File: config.mk
export PLATFORM = sky130hd
export DESIGN_NAME = ir_frame_decoder
export DESIGN_NICKNAME = d
export VERILOG_FILES = /design/src/rtl/ir_frame_decoder.sv
export SDC_FILE = /design/constraint.sdc
export NUM_CORES = 1
export LEC_CHECK = 0
export ABC_AREA = 1
export BUFFER_PORTS_ARGS = -buffer_cell sky130_fd_sc_hd__buf_2
export CORE_ASPECT_RATIO = 1.2
export CORE_UTILIZATION = 30
export DETAILED_ROUTE_END_ITERATION = 8
export PLACE_DENSITY_LB_ADDON = 0.25
export SLEW_MARGIN = 20
export SYNTH_ARGS = -nofsm -noshare
export SYNTH_HDL_FRONTEND = slang
export SYNTH_SLANG_ARGS = --single-unit
File: constraint.sdc
create_clock -name i_clk -period 2.24 [get_ports i_clk]
set_input_delay 0.448 -clock i_clk [delete_from_list [all_inputs] [get_ports i_clk]]
set_output_delay 0.448 -clock i_clk [all_outputs]
set_load 0.1 [all_outputs]
File: src/rtl/ir_frame_decoder.sv
// rtl/ir_frame_decoder.sv - pulse-distance IR frame decoder.
// Define IR_REPEAT_EN to decode repeat codes. Without it, a short leader space is an error.
module ir_frame_decoder #(
  parameter int TICK_DIV         = 1024,
  parameter int FRAME_BITS       = 32,
  parameter int LEADER_MARK_MIN  = 80,
  parameter int LEADER_SPACE_MIN = 38,
  parameter int REPEAT_SPACE_MIN = 18,
  parameter int BIT_THRESH       = 11,
  parameter int TIMEOUT_TICKS    = 120
) (
  input  logic                  i_clk,
  input  logic                  i_reset_n,
  input  logic                  i_ir_signal,
  output logic [FRAME_BITS-1:0] o_frame,
  output logic                  o_valid,
  output logic                  o_repeat,
  output logic                  o_error,
  output logic                  o_busy
);

  localparam int DW = $clog2(TIMEOUT_TICKS + 1);
  localparam int TW = (TICK_DIV > 1) ? $clog2(TICK_DIV) : 1;
  localparam int BW = $clog2(FRAME_BITS + 1);

`ifdef IR_REPEAT_EN
  localparam bit REP_EN = 1'b1;
`else
  localparam bit REP_EN = 1'b0;
`endif

  typedef enum logic [2:0] {
    IDLE, LEAD_MARK, LEAD_SPACE, BIT_MARK, BIT_SPACE, STOP_MARK
  } state_t;

  state_t                state, state_n;
  logic [1:0]            sync_q;
  logic                  ir_prev;
  logic [TW-1:0]         tick_cnt;
  logic [DW-1:0]         dur;
  logic [BW-1:0]         bit_cnt;
  logic [FRAME_BITS-1:0] shreg;
  logic                  rep_mode, rep_mode_n;
  logic                  clr_bits, shift_en, load_frame, rep_pulse, err_pulse;
  logic                  valid_q, repeat_q, error_q;

  wire ir_s     = sync_q[1];
  wire rise     = ir_s & ~ir_prev;
  wire fall     = ~ir_s & ir_prev;
  wire tick     = (tick_cnt == TW'(TICK_DIV - 1));
  wire timeout  = (dur == DW'(TIMEOUT_TICKS));
  wire last_bit = (bit_cnt == BW'(FRAME_BITS - 1));
  wire bit_val  = (dur >= DW'(BIT_THRESH));

  always_comb begin
    state_n    = state;
    rep_mode_n = rep_mode;
    clr_bits   = 1'b0;
    shift_en   = 1'b0;
    load_frame = 1'b0;
    rep_pulse  = 1'b0;
    err_pulse  = 1'b0;
    // A saturated duration aborts before any edge in the same cycle is considered.
    if (timeout && state != IDLE && state != LEAD_MARK) begin
      err_pulse = 1'b1;
      state_n   = IDLE;
    end else begin
      case (state)
        IDLE:      if (rise) state_n = LEAD_MARK;
        LEAD_MARK: begin
          if (timeout) state_n = IDLE;
          else if (fall) state_n = (dur >= DW'(LEADER_MARK_MIN)) ? LEAD_SPACE : IDLE;
        end
        LEAD_SPACE: if (rise) begin
          if (dur >= DW'(LEADER_SPACE_MIN)) begin
            state_n    = BIT_MARK;
            clr_bits   = 1'b1;
            rep_mode_n = 1'b0;
          end else if (REP_EN && dur >= DW'(REPEAT_SPACE_MIN)) begin
            state_n    = STOP_MARK;
            rep_mode_n = 1'b1;
          end else begin
            err_pulse = 1'b1;
            state_n   = IDLE;
          end
        end
        BIT_MARK:  if (fall) state_n = BIT_SPACE;
        BIT_SPACE: if (rise) begin
          shift_en = 1'b1;
          state_n  = last_bit ? STOP_MARK : BIT_MARK;
        end
        STOP_MARK: if (fall) begin
          state_n = IDLE;
          if (rep_mode) rep_pulse = 1'b1;
          else          load_frame = 1'b1;
        end
        default:   state_n = IDLE;
      endcase
    end
  end

  always_ff @(posedge i_clk or negedge i_reset_n) begin
    if (!i_reset_n) begin
      state    <= IDLE;
      sync_q   <= '0;
      ir_prev  <= 1'b0;
      tick_cnt <= '0;
      dur      <= '0;
      bit_cnt  <= '0;
      shreg    <= '0;
      rep_mode <= 1'b0;
      o_frame  <= '0;
      valid_q  <= 1'b0;
      repeat_q <= 1'b0;
      error_q  <= 1'b0;
    end else begin
      state    <= state_n;
      rep_mode <= rep_mode_n;
      sync_q   <= {sync_q[0], i_ir_signal};
      ir_prev  <= ir_s;
      tick_cnt <= tick ? '0 : tick_cnt + TW'(1);
      // Edge clears win over a coincident tick; the FSM already saw the old duration.
      if (rise || fall)
        dur <= '0;
      else if (tick && !timeout)
        dur <= dur + DW'(1);
      if (clr_bits) begin
        bit_cnt <= '0;
        shreg   <= '0;
      end else if (shift_en) begin
        bit_cnt <= bit_cnt + BW'(1);
        shreg   <= {bit_val, shreg[FRAME_BITS-1:1]};
      end
      if (load_frame) o_frame <= shreg;
      valid_q  <= load_frame;
      repeat_q <= rep_pulse;
      error_q  <= err_pulse;
    end
  end

  assign o_valid  = valid_q;
  assign o_repeat = repeat_q;
  assign o_error  = error_q;
  assign o_busy   = (state != IDLE);

endmodule

==> metrics.md <==
| Metric | Value |
|---|---|
| DRC Markers | `0` |
| Max-cap violation count | `0` |
| Skew-Pair Late Insertion Delay | `0.34 ns` |
| DIE AREA | `0.0146 sq mm` |
| Post-route cell area | `0.00487 sq mm` |
| Worst setup EP type | `primary output` |
| Area contributors post-synth | `dfrtp_1 (56%), nand2_1 (15%), nand3_1 (4.6%)` |
| #FFs+latches synth | `95` |
| # clock sinks | `95` |
| Status | `finished clean` |
| FF+latch area | `0.00238 sq mm` |
| H-tree depth | `3` |
| RSZ-0062 raised after global routing | `false` |
| CORE AREA | `0.0138 sq mm` |
| Ant. Diodes | `0` |
| IO Pins | `39` |
| Hold_ws | `0.153 ns` |
| Die height | `132 microns` |
| Post-DRT Antenna Nets | `0` |
| Initial DRC count | `115` |
| Area Growth Syn to Fin | `15.2%` |
| Crit path max fanout | `5` |
| Mapped Cells | `491` |
| Synth top cells by count | `nand2_1 (168), dfrtp_1 (95), nor2_1 (49), inv_1 (42), nand3_1 (39)` |
| Fillers | `1,433` |
| Cell accounting for the most synthesized area | `dfrtp_1` |
| CP Launch Type | `flip-flop` |
| Share of the synthesized area in the top cell type | `56.3%` |
| # setup viols final | `0` |
| Peak Freq | `516 MHz` |
| Max Slew Vio Count | `0` |
| Worst Path Arrival | `1.49 ns` |
| Hold Fails Final Rpt | `0` |
| Hold crit path type | `input port to asynchronous set/reset pin` |
| Dpl hpwl | `5540 microns` |
| Post-synth top flop | `dfrtp_1` |
| Routability cong. | `0.802` |
| Final wirelength | `8380 microns` |
| Wire per inst | `11.9 microns` |
| Chip width | `110 microns` |
| Seq/Total Area, Yosys | `56.3%` |
| Final core area utilization | `35.4%` |
| Slew headroom | `66.4%` |
| CTS tree | `yes` |
| # Post-CTS Setup Buffers | `0` |
| Largest net degree at the start of global routing | `96` |
| Avg Cell Area, Syn | `8.60 sq um` |
| Initial core utilization | `30.7%` |
| Post-synth ARST share | `100%` |
| Netlist cell types | `28` |
| Mapped cell area | `0.00422 sq mm` |
| Worst-Margin Slew | `0.505 ns` |
| Vias in the first global route | `3,010` |
| Grt total ovfl | `0` |
| Drt pass-1 iters | `4` |
| Initial antenna violation count | `0` |
| Cell Count Post-Placement | `688` |
| GRT Total Usage | `12.3%` |
| Layout Nets | `537` |
| CTS root buf | `clkbuf_16` |
| Number of gates resized after cts | `0` |
| DR vias/cell | `4.49` |
| CTS Hold Bufs | `0` |
| CTS Buffer Depth | `2` |
| Syn nets | `500` |
| Clock transition at path regs | `0.07 ns` |
| Most frequent cell after synthesis | `nand2_1` |
| FP Rows | `47` |
| Total number of vias | `3,160` |
| CP required | `1.79 ns` |
| Non-filler instance count after layout | `704` |
| Placed standard-cell area | `0.00456 sq mm` |
| EDFF count, synth | `0` |
| Setup TNS | `0 ns` |
| Layout cells sized above 1 | `13.5%` |
| VDD IR max | `0.290 mV` |
| Syn. warnings | `0` |
| Setup Skew | `0.00881 ns` |
| Global-route wire length before repair | `14,200 microns` |
| Pwr per Cell Area | `740 mW/mm^2` |
| Area of the multi-input gates | `0.00156 sq mm` |
| Port bufs | `37` |
| WS Path Type | `flip-flop to primary output` |
| Final Critical Period | `1.94 ns` |
| Period utilisation layout | `86.5%` |
| LEAKAGE | `2.68 nW` |
| Inserted Clock Buffers | `9` |
-- final cells by class --
type	count	area share, %
sequential	95	48.8
multi-input combinational	334	32.1
clock buffer	11	4.99
timing repair buffer	41	4.73
tap	171	4.40
inverter	47	3.68
clock inverter	5	1.29
-- state kept, by name (all words and copies together), names as in the netlist --
name,cells
o_frame,32
shreg,32
tick_cnt,10
dur,7
bit_cnt,6
state,3
sync_q,2
ir_prev,1
o_error,1
o_valid,1
-- routing by layer --
metal / part of all wire (%) / vias up / track usage, %
li1: - / 1601 / -
met2: 50 / 35 / 20.1
met3: 2.4 / 13 / 2.52
met1: 46 / 1511 / 15.6
met5: 0 / - / 0
met4: 1.9 / 0 / 5.48
-- worst paths after layout --
kind                       depth (start not counted)        start     endpoint  slack (ns)
min in group i_clk                                 1  i_ir_signal    sync_q[0]        0.21
min reg2reg                                        0    sync_q[0]    sync_q[1]        0.36
min                                                2    i_reset_n  o_frame[20]        0.15
max reg2reg                                       11  tick_cnt[0]       dur[0]        0.31
max                                                5     state[1]       o_busy        0.30
max in group asynchronous                          2    i_reset_n       dur[4]        1.70
-- stage by stage --
stage	worst slack [ns]	total power, mW
final	0.301	3.60
after global routing	0.127	3.75
after CTS	0.283	3.66
after detailed placement	0.339	2.08
after global placement	0.359	2.07
after floorplan	0.634	1.99
-- cells by family (layout without fill, tap and decap cells) --
logic type | Yosys count | in the layout | synth area share [%]
simple gates | 273 | 273 | 27.4
fa+ha+maj | 6 | 6 | 1.78
buf+inv | 62 | 104 | 6.75
xor+xnor | 13 | 13 | 2.70
flops | 95 | 95 | 56.3
compound gates | 41 | 41 | 5.01
other cells | 1 | 1 | 0.0888
-- power breakdown --
group	internal, mW	switching [mW]	total (mW)
logic	0.0608	0.211	0.272
registers	1.74	0.0270	1.77
clock network	0.904	0.660	1.56
-- critical path: stages, from the launching register on --
cell and delay (ns):
dfrtp_1 0.42, inv_1 0.10, nand2_1 0.09, nor2_1 0.07, inv_1 0.06, buf_2 0.41
-- cells in the final DEF, fill, tap and decap left out, types with 2 or more instances in the layout --
cell type	netlist	final
inv_6	0	2
nand3_1	39	39
clkinvlp_4	0	2
dfrtp_1	95	95
nand2_4	4	4
xor2_1	10	10
ha_1	6	6
buf_2	7	36
nor2_2	2	2
xnor2_1	3	3
o21ai_1	14	14
nand3b_1	3	3
o21ai_0	24	24
nand4_1	3	3
clkbuf_16	0	9
buf_4	5	4
nor2_1	49	49
nand2_1	168	168
inv_1	42	42
inv_2	4	4
(Power assumes the default switching activity.)
